File: src/rtl/const_add_layer_if.sv
// Handshake and state bus between the Ascon round front-end and its neighbours.
// The slave modport is the constant-addition layer itself; the master modport is
// whatever drives it (the controller and the substitution/diffusion path).
// Optional macro CONST_ADD_LAYER_ABORT_EN adds the i_abort request line.
interface const_add_layer_if;
   logic                 i_valid;
   logic                 o_ready;
   logic [3:0]           i_rounds;
   logic [4:0][63:0]     i_state;
   logic [4:0][63:0]     i_fb_state;
   logic [4:0][63:0]     o_state;
   logic                 o_valid;
   logic                 i_ready;
   logic [3:0]           o_round;
   logic                 o_last;
   logic [4:0][63:0]     o_result;
   logic                 o_done;
   logic                 o_error;
`ifdef CONST_ADD_LAYER_ABORT_EN
   logic                 i_abort;
`endif

   modport slave (
      input  i_valid,
      output o_ready,
      input  i_rounds,
      input  i_state,
      input  i_fb_state,
      output o_state,
      output o_valid,
      input  i_ready,
      output o_round,
      output o_last,
      output o_result,
      output o_done,
`ifdef CONST_ADD_LAYER_ABORT_EN
      input  i_abort,
`endif
      output o_error
   );

   modport master (
      output i_valid,
      input  o_ready,
      output i_rounds,
      output i_state,
      output i_fb_state,
      input  o_state,
      input  o_valid,
      output i_ready,
      input  o_round,
      input  o_last,
      input  o_result,
      input  o_done,
`ifdef CONST_ADD_LAYER_ABORT_EN
      output i_abort,
`endif
      input  o_error
   );
endinterface

File: src/rtl/const_add_layer.sv
// Iterative round front-end of the Ascon permutation: loads the 320-bit state,
// XORs the round constant into x2[7:0] each round and presents the registered
// result to the substitution layer, recapturing the diffusion output as the
// next round's input. Word k of a state array is xk (x0 at index 0).
// Optional macro CONST_ADD_LAYER_ABORT_EN adds an abort request that cancels
// a running permutation without producing a result.
module const_add_layer #(
   parameter int NUM_ROUNDS_MAX = 12,
   parameter int CONST_WIDTH    = 8
) (
   input logic               clock,
   input logic               reset,
   const_add_layer_if.slave  bus
);

   localparam logic [3:0] ROUNDS_MAX = 4'(NUM_ROUNDS_MAX);
   localparam logic [3:0] LAST_INDEX = 4'(NUM_ROUNDS_MAX - 1);

   typedef enum logic {IDLE, RUN} fsm_state_e;
   typedef logic [4:0][63:0] word_array_t;

   fsm_state_e  fsm_state, fsm_next;
   word_array_t round_state, round_state_next;
   word_array_t result_reg, result_next;
   logic [3:0]  round_index, round_index_next;
   logic [3:0]  start_index;
   logic        rounds_legal;
   logic        done_reg, done_next;
   logic        error_reg, error_next;
   logic        abort_req;

   // Constant for absolute round i: high nibble counts down from F, low nibble up from 0.
   function automatic logic [CONST_WIDTH-1:0] round_const(input logic [3:0] index);
      return CONST_WIDTH'({4'hF - index, index});
   endfunction

   // Only the low bits of x2 carry the constant; every other bit passes through.
   function automatic word_array_t add_const(input word_array_t s, input logic [3:0] index);
      word_array_t r;
      r = s;
      r[2][CONST_WIDTH-1:0] = s[2][CONST_WIDTH-1:0] ^ round_const(index);
      return r;
   endfunction

`ifdef CONST_ADD_LAYER_ABORT_EN
   assign abort_req = bus.i_abort;
`else
   assign abort_req = 1'b0;
`endif

   // p^a uses the last a constants of the schedule, so it starts at index 12-a.
   assign rounds_legal = (bus.i_rounds != 4'd0) && (bus.i_rounds <= ROUNDS_MAX);
   assign start_index  = ROUNDS_MAX - bus.i_rounds;

   // Next-state logic: start/error in IDLE, advance/complete/abort in RUN.
   always_comb begin
      fsm_next         = fsm_state;
      round_state_next = round_state;
      round_index_next = round_index;
      result_next      = result_reg;
      done_next        = 1'b0;
      error_next       = 1'b0;
      case (fsm_state)
         IDLE: begin
            if (bus.i_valid) begin
               if (rounds_legal) begin
                  round_index_next = start_index;
                  round_state_next = add_const(bus.i_state, start_index);
                  fsm_next         = RUN;
               end else begin
                  error_next = 1'b1;
               end
            end
         end
         RUN: begin
            if (abort_req) begin
               round_index_next = 4'd0;
               fsm_next         = IDLE;
            end else if (bus.i_ready) begin
               if (round_index == LAST_INDEX) begin
                  result_next      = bus.i_fb_state;
                  done_next        = 1'b1;
                  round_index_next = 4'd0;
                  fsm_next         = IDLE;
               end else begin
                  round_index_next = round_index + 4'd1;
                  round_state_next = add_const(bus.i_fb_state, round_index + 4'd1);
               end
            end
         end
         default: begin
            fsm_next = IDLE;
         end
      endcase
   end

   // State register and all registered outputs, cleared immediately by reset.
   always_ff @(posedge clock or posedge reset) begin
      if (reset) begin
         fsm_state   <= IDLE;
         round_state <= '0;
         round_index <= 4'd0;
         result_reg  <= '0;
         done_reg    <= 1'b0;
         error_reg   <= 1'b0;
      end else begin
         fsm_state   <= fsm_next;
         round_state <= round_state_next;
         round_index <= round_index_next;
         result_reg  <= result_next;
         done_reg    <= done_next;
         error_reg   <= error_next;
      end
   end

   assign bus.o_ready  = (fsm_state == IDLE) && !reset;
   assign bus.o_valid  = (fsm_state == RUN);
   assign bus.o_state  = round_state;
   assign bus.o_round  = (fsm_state == RUN) ? round_index : 4'd0;
   assign bus.o_last   = (fsm_state == RUN) && (round_index == LAST_INDEX);
   assign bus.o_result = result_reg;
   assign bus.o_done   = done_reg;
   assign bus.o_error  = error_reg;

endmodule

File: src/flat_wrapper.sv
// flat-port wrapper written by rule: the top's interface ports become plain ports
module const_add_layer_flat 
#(
   parameter int NUM_ROUNDS_MAX = 12,
   parameter int CONST_WIDTH    = 8
)
  (clock, reset, bus_i_valid, bus_o_ready, bus_i_rounds, bus_i_state, bus_i_fb_state, bus_o_state, bus_o_valid, bus_i_ready, bus_o_round, bus_o_last, bus_o_result, bus_o_done, bus_o_error);
  const_add_layer_if bus_i ();
  input logic clock;
  input logic reset;
  input wire logic [$bits(bus_i.i_valid)-1:0] bus_i_valid;
  output wire logic [$bits(bus_i.o_ready)-1:0] bus_o_ready;
  input wire logic [$bits(bus_i.i_rounds)-1:0] bus_i_rounds;
  input wire logic [$bits(bus_i.i_state)-1:0] bus_i_state;
  input wire logic [$bits(bus_i.i_fb_state)-1:0] bus_i_fb_state;
  output wire logic [$bits(bus_i.o_state)-1:0] bus_o_state;
  output wire logic [$bits(bus_i.o_valid)-1:0] bus_o_valid;
  input wire logic [$bits(bus_i.i_ready)-1:0] bus_i_ready;
  output wire logic [$bits(bus_i.o_round)-1:0] bus_o_round;
  output wire logic [$bits(bus_i.o_last)-1:0] bus_o_last;
  output wire logic [$bits(bus_i.o_result)-1:0] bus_o_result;
  output wire logic [$bits(bus_i.o_done)-1:0] bus_o_done;
  output wire logic [$bits(bus_i.o_error)-1:0] bus_o_error;
  assign bus_i.i_valid = bus_i_valid;
  assign bus_o_ready = bus_i.o_ready;
  assign bus_i.i_rounds = bus_i_rounds;
  assign bus_i.i_state = bus_i_state;
  assign bus_i.i_fb_state = bus_i_fb_state;
  assign bus_o_state = bus_i.o_state;
  assign bus_o_valid = bus_i.o_valid;
  assign bus_i.i_ready = bus_i_ready;
  assign bus_o_round = bus_i.o_round;
  assign bus_o_last = bus_i.o_last;
  assign bus_o_result = bus_i.o_result;
  assign bus_o_done = bus_i.o_done;
  assign bus_o_error = bus_i.o_error;
  const_add_layer #(.NUM_ROUNDS_MAX(NUM_ROUNDS_MAX), .CONST_WIDTH(CONST_WIDTH)) u_core (.clock(clock), .reset(reset), .bus(bus_i));
endmodule
File: config.mk
export PLATFORM = sky130hd
export DESIGN_NAME = const_add_layer_flat
export DESIGN_NICKNAME = d
export VERILOG_FILES = /design/src/rtl/const_add_layer_if.sv /design/src/rtl/const_add_layer.sv /design/src/flat_wrapper.sv
export SDC_FILE = /design/constraint.sdc
export NUM_CORES = 1
export LEC_CHECK = 0
export CAP_MARGIN = 20
export CORE_AREA = 2 2 501 503
export CTS_CLUSTER_DIAMETER = 200
export DETAILED_ROUTE_END_ITERATION = 6
export DIE_AREA = 0 0 503 505
export PLACE_DENSITY_LB_ADDON = 0.08
export SLEW_MARGIN = 20
export SYNTH_ARGS = -nofsm -noshare
export SYNTH_HDL_FRONTEND = slang
export SYNTH_SLANG_ARGS = --single-unit
File: constraint.sdc
create_clock -name clock -period 26.1 [get_ports clock]
set_input_delay 5.22 -clock clock [delete_from_list [all_inputs] [get_ports clock]]
set_output_delay 5.22 -clock clock [all_outputs]
set_load 0.02 [all_outputs]
---- After elaboration in Yosys (flattened, before gate mapping) ----
Cells that the tools add are included.
cells by class
  add/subtract/negate cells ............... 4
  $mul .................................... 0
  divide/modulo/power cells ............... 0
  order comparisons ....................... 1
  equal/unequal tests ..................... 5
  shift operators ......................... 0
  muxes and demuxes ....................... 22
  bitwise operators ....................... 3
  reductions and logical operators ........ 8
operators by type and width
  kind                   count
  $mux W320              4
  $pmux W320 S2          1
  $mux W4                5
  $xor A8 B8 Y8          2
  $sub A4 B4 Y4 const A  3
  $mux W1                10
  $pmux W4 S2            1
  $ne A2 B2 Y1 const B   3
  $reduce_and A3 Y1      2
  $add A4 B1 Y4 const B  1
  $eq A4 B4 Y1 const B   1
  $le A4 B4 Y1 const B   1
  $reduce_and A4 Y1      1
  $reduce_bool A4 Y1     1
  $logic_and A1 B1 Y1    3
  $ne A2 B1 Y1 const B   1
  $pmux W1 S2            1
  $logic_not A1 Y1       1
  $not A1 Y1             1
storage, ports and cells
  register bits ........................... 647
  latch bits .............................. 0
  memory bits (writable) .................. 0
  ROM bits ................................ 0
  output and inout bits ................... 649
  logic and storage cells ................. 57
  memories ................................ 0

---- Depth between registers and ports, before layout ----
  depth after elaboration ................. 6
  gate-level depth with buffers ........... 9
  mapped depth without buffers ............ 6

---- Least setup slack after synthesis ----
Ideal clock, no wire load.
  kind .................................... input-to-output
  from .................................... input port reset
  to ...................................... output port bus_o_ready
  data arrival time ....................... 5.500 ns
  required time ........................... 20.880 ns
  slack ................................... 15.380 ns
  stages on the path ...................... 1
  buffers on the path ..................... 0
  cells stage by stage .................... nor2_1
between the ends
  longest elaborated chain between the ends .. 2
ends and longest elaborated chain
  item                        line                    text
  start: declaration          flat_wrapper.sv:10      input logic reset;
  $logic_not A1 Y1 (no line)  -
  $logic_and A1 B1 Y1         const_add_layer.sv:116  assign bus.o_ready = (fsm_state == IDLE) && !reset;
  end: declaration            flat_wrapper.sv:12      output wire logic [$bits(bus_i.o_ready)-1:0] bus_o_ready;
No other way between the ends.

---- Worst setup path in the final report ----
Same ends and word-level chain as after synthesis.

==> results.json <==
{
  "status": "finished, final reports clean",
  "antenna_found_initial": 78,
  "maxClockFrequency_mhz": 83.66,
  "final_max_slew_viol_count": 0,
  "yosys_most_used_dff": "sky130_fd_sc_hd__dfrtp_1",
  "tritoncts": "done",
  "post_cts_resize_count": 0,
  "ir_worst_vdd_mv": 0.04739,
  "setup-violations-final": 0,
  "overflow_left_after_global_routing": 0,
  "critical_path_peak_fanout": 2,
  "syn_area_um2": 28300,
  "max_cap_viol_count": 0,
  "setup-tns-final_ps": 0,
  "critPathMostFrequentCell": "sky130_fd_sc_hd__clkdlybuf4s50_1",
  "dp.final_hpwl_mm": 127.2,
  "die_height_um": 505,
  "async_flop_share_pct": 100.0,
  "grt_max_degree": 97,
  "antenna_left": 0,
  "min_period_ps": 11950,
  "critical_path.slowest_cell": "sky130_fd_sc_hd__clkdlybuf4s50_1",
  "timing.critical_path.arrival_ps": 6730,
  "die_area_um2": 254000,
  "wirelength_mm": 164.0,
  "cts_max_path_buffers": 3,
  "worst_setup_path_endpoint": "bus_o_ready",
  "syn-instance-count": 1789,
  "total_leakage_power_uw": 0.01894,
  "remaining_routing_drc_violations": 0,
  "drive_above_1_share_pct": 35.11,
  "num-fill-cells": 27010,
  "clkLatencyLatePin_ps": 730,
  "critPathKind": "input pin to primary output",
  "port_buffers": 1296,
  "start_kind": "input pin",
  "reg2reg_setup_slack_ps": 20580,
  "cts.sink_count": 647,
  "overall_routing_resource_usage_pct": 12.50,
  "worst_r2r_endpoint": "u_core.bus.o_state[94]",
  "crit_start": "reset",
  "finalHoldWorstSlack_ps": 485.4,
  "worst_hold_path_type": "flop to flop",
  "yosysWarningCount": 0,
  "number_of_global_route_vias_before_repair": 22920,
  "drt-initial-drc-count": 495,
  "core_area_um2": 248200,
  "min-delay-start": "u_core.bus.o_result[70]",
  "post_cts.repair.setup_buffers": 0,
  "ff_latch_area_um2": 16190,
  "dpl_worst_slack_ps": 14120,
  "fp-row-count": 183,
  "multi_input_area_um2": 11320,
  "num_io_pins": 1297,
  "cp-end-kind": "primary output",
  "synth_enable_flop_cells": 0,
  "finalHoldViolations": 0,
  "holdBufCountCts": 0,
  "wire_length_of_the_first_global_routing_pass_mm": 216.3,
  "clock-skew-final_ps": 48.85,
  "power_uw": 5696,
  "routed-via-count": 20540,
  "synth_cell_types": 33,
  "worstPathCellList": "clkdlybuf4s50_1 -> nor2_1 -> clkdlybuf4s50_1",
  "synth_nets": 2439,
  "cts.clk_slew.worst_paths_ps": 50,
  "synth.avg_cell_area_um2": 15.82,
  "layout_commonest_cell": "sky130_fd_sc_hd__clkdlybuf4s50_1",
  "worstReg2RegStart": "u_core.bus.o_valid",
  "wl_per_cell_um": 25.09,
  "yosysSeqAreaShare_pct": 57.22,
  "critical_path.max_stage_delay_ps": 750,
  "die_x_um": 503,
  "root_buffer_master": "sky130_fd_sc_hd__clkbuf_16",
  "final_net_count": 3752,
  "synth-seq-cells": 647,
  "total_iterations_of_the_first_detailed_routing_run": 4,
  "area_growth_syn_to_layout_pct": 70.30,
  "final_critical_path_setup_slack_ps": 14150,
  "post_drt_via_cell_ratio": 3.142,
  "period_share_pct": 45.80,
  "timing.critical_path.required_ps": 20880,
  "initial_core_util_pct": 11.40,
  "globalplace.congestion": 0.7230,
  "layout_common_cells": "1,296 x sky130_fd_sc_hd__clkdlybuf4s50_1, 934 x sky130_fd_sc_hd__mux2_2, 646 x sky130_fd_sc_hd__dfrtp_1",
  "rsz_0062_raised_after_global_routing": "no",
  "relSlewSlack_pct": 32.75,
  "cts_made_buffers": 97,
  "worst-r2r-cell-count": 8,
  "final_core_util_pct": 19.42,
  "htree_levels": 3,
  "timing_worst_slew_pin_value_ps": 1009,
  "powerDensity_nw_per_um2": 118.2
}
[metal layers]
metal	GRT usage, %	wire, um	vias up
met1	12.33	56820	10170
li1	-	-	9122
met3	6.733	19750	251
met2	21.79	81530	926
met5	0	452	-
met4	4.855	5420	72
[kinds of logic (layout without fill, tap and decap cells)]
family	Yosys count	after routing	share of synthesized area (%)
multiplexers	957	957	38.07
adder cells (fa/ha/maj)	2	2	0.08842
buffers and inverters	118	1505	2.826
XOR/XNOR	20	20	0.8136
AND/OR/NAND/NOR	28	28	0.5616
AO/OA/AOI/OAI	17	17	0.4245
flip-flops	647	647	57.22
other	0	30	0
[critical path: cells and delay by family]
| family | cells | cell delay (ps) |
|---|---|---|
| buffers and inverters | 2 | 1300 |
| AND/OR/NAND/NOR | 1 | 200 |
[where the power goes]
group	leakage [uW]	switching, uW	internal [uW]
sequential	0.00790	250	1440
clock	0.00157	553	791
combinational	0.00947	1360	1300
[cell type report]
class | count | share of cell area (%)
diodes | 30 | 0.1558
clock buffers | 154 | 6.107
clock inverters | 19 | 0.5115
inverters | 7 | 0.08568
multi-input cells | 1024 | 23.48
flip-flops and latches | 647 | 33.61
well taps | 3330 | 8.646
repair buffers | 1325 | 27.41
[synthesized netlist by cell type (all sizes together), types with 5 or more instances]
library cell | number | area (um2)
dfrtp | 647 | 16190
nor2 | 7 | 28.78
xnor2 | 12 | 105.1
clkbuf | 36 | 135.1
buf | 75 | 638.1
and2 | 5 | 31.28
mux2 | 953 | 10730
nand2 | 6 | 25.03
inv | 7 | 26.27
a21oi | 5 | 25.02
o21ai | 5 | 25.02
[sequential cells by signal (all words and copies together), names as in the netlist]
name	flops
u_core.round_index	4
u_core.bus.o_result	320
u_core.bus.o_error	1
u_core.bus.o_done	1
u_core.bus.o_valid	1
u_core.bus.o_state	320
[how the worst min path moves through the flow]
stage / to / cells past startpoint
6_report: u_core.bus.o_result[70] / 1
5_1_grt: u_core.bus.o_result[10] / 1
4_1_cts: u_core.bus.o_result[10] / 1
3_5_place_dp: u_core.bus.o_result[10] / 1
3_3_place_gp: u_core.bus.o_result[72] / 1
2_1_floorplan: u_core.round_index[1] / 1
[stage by stage]
stage,instances,instance area [um2]
after floorplan,1789,28300
after global placement,6333,44920
after detailed placement,6333,44920
after CTS,6506,48110
after global routing,6519,48150
final,6536,48190
(Power assumes the default switching activity.)
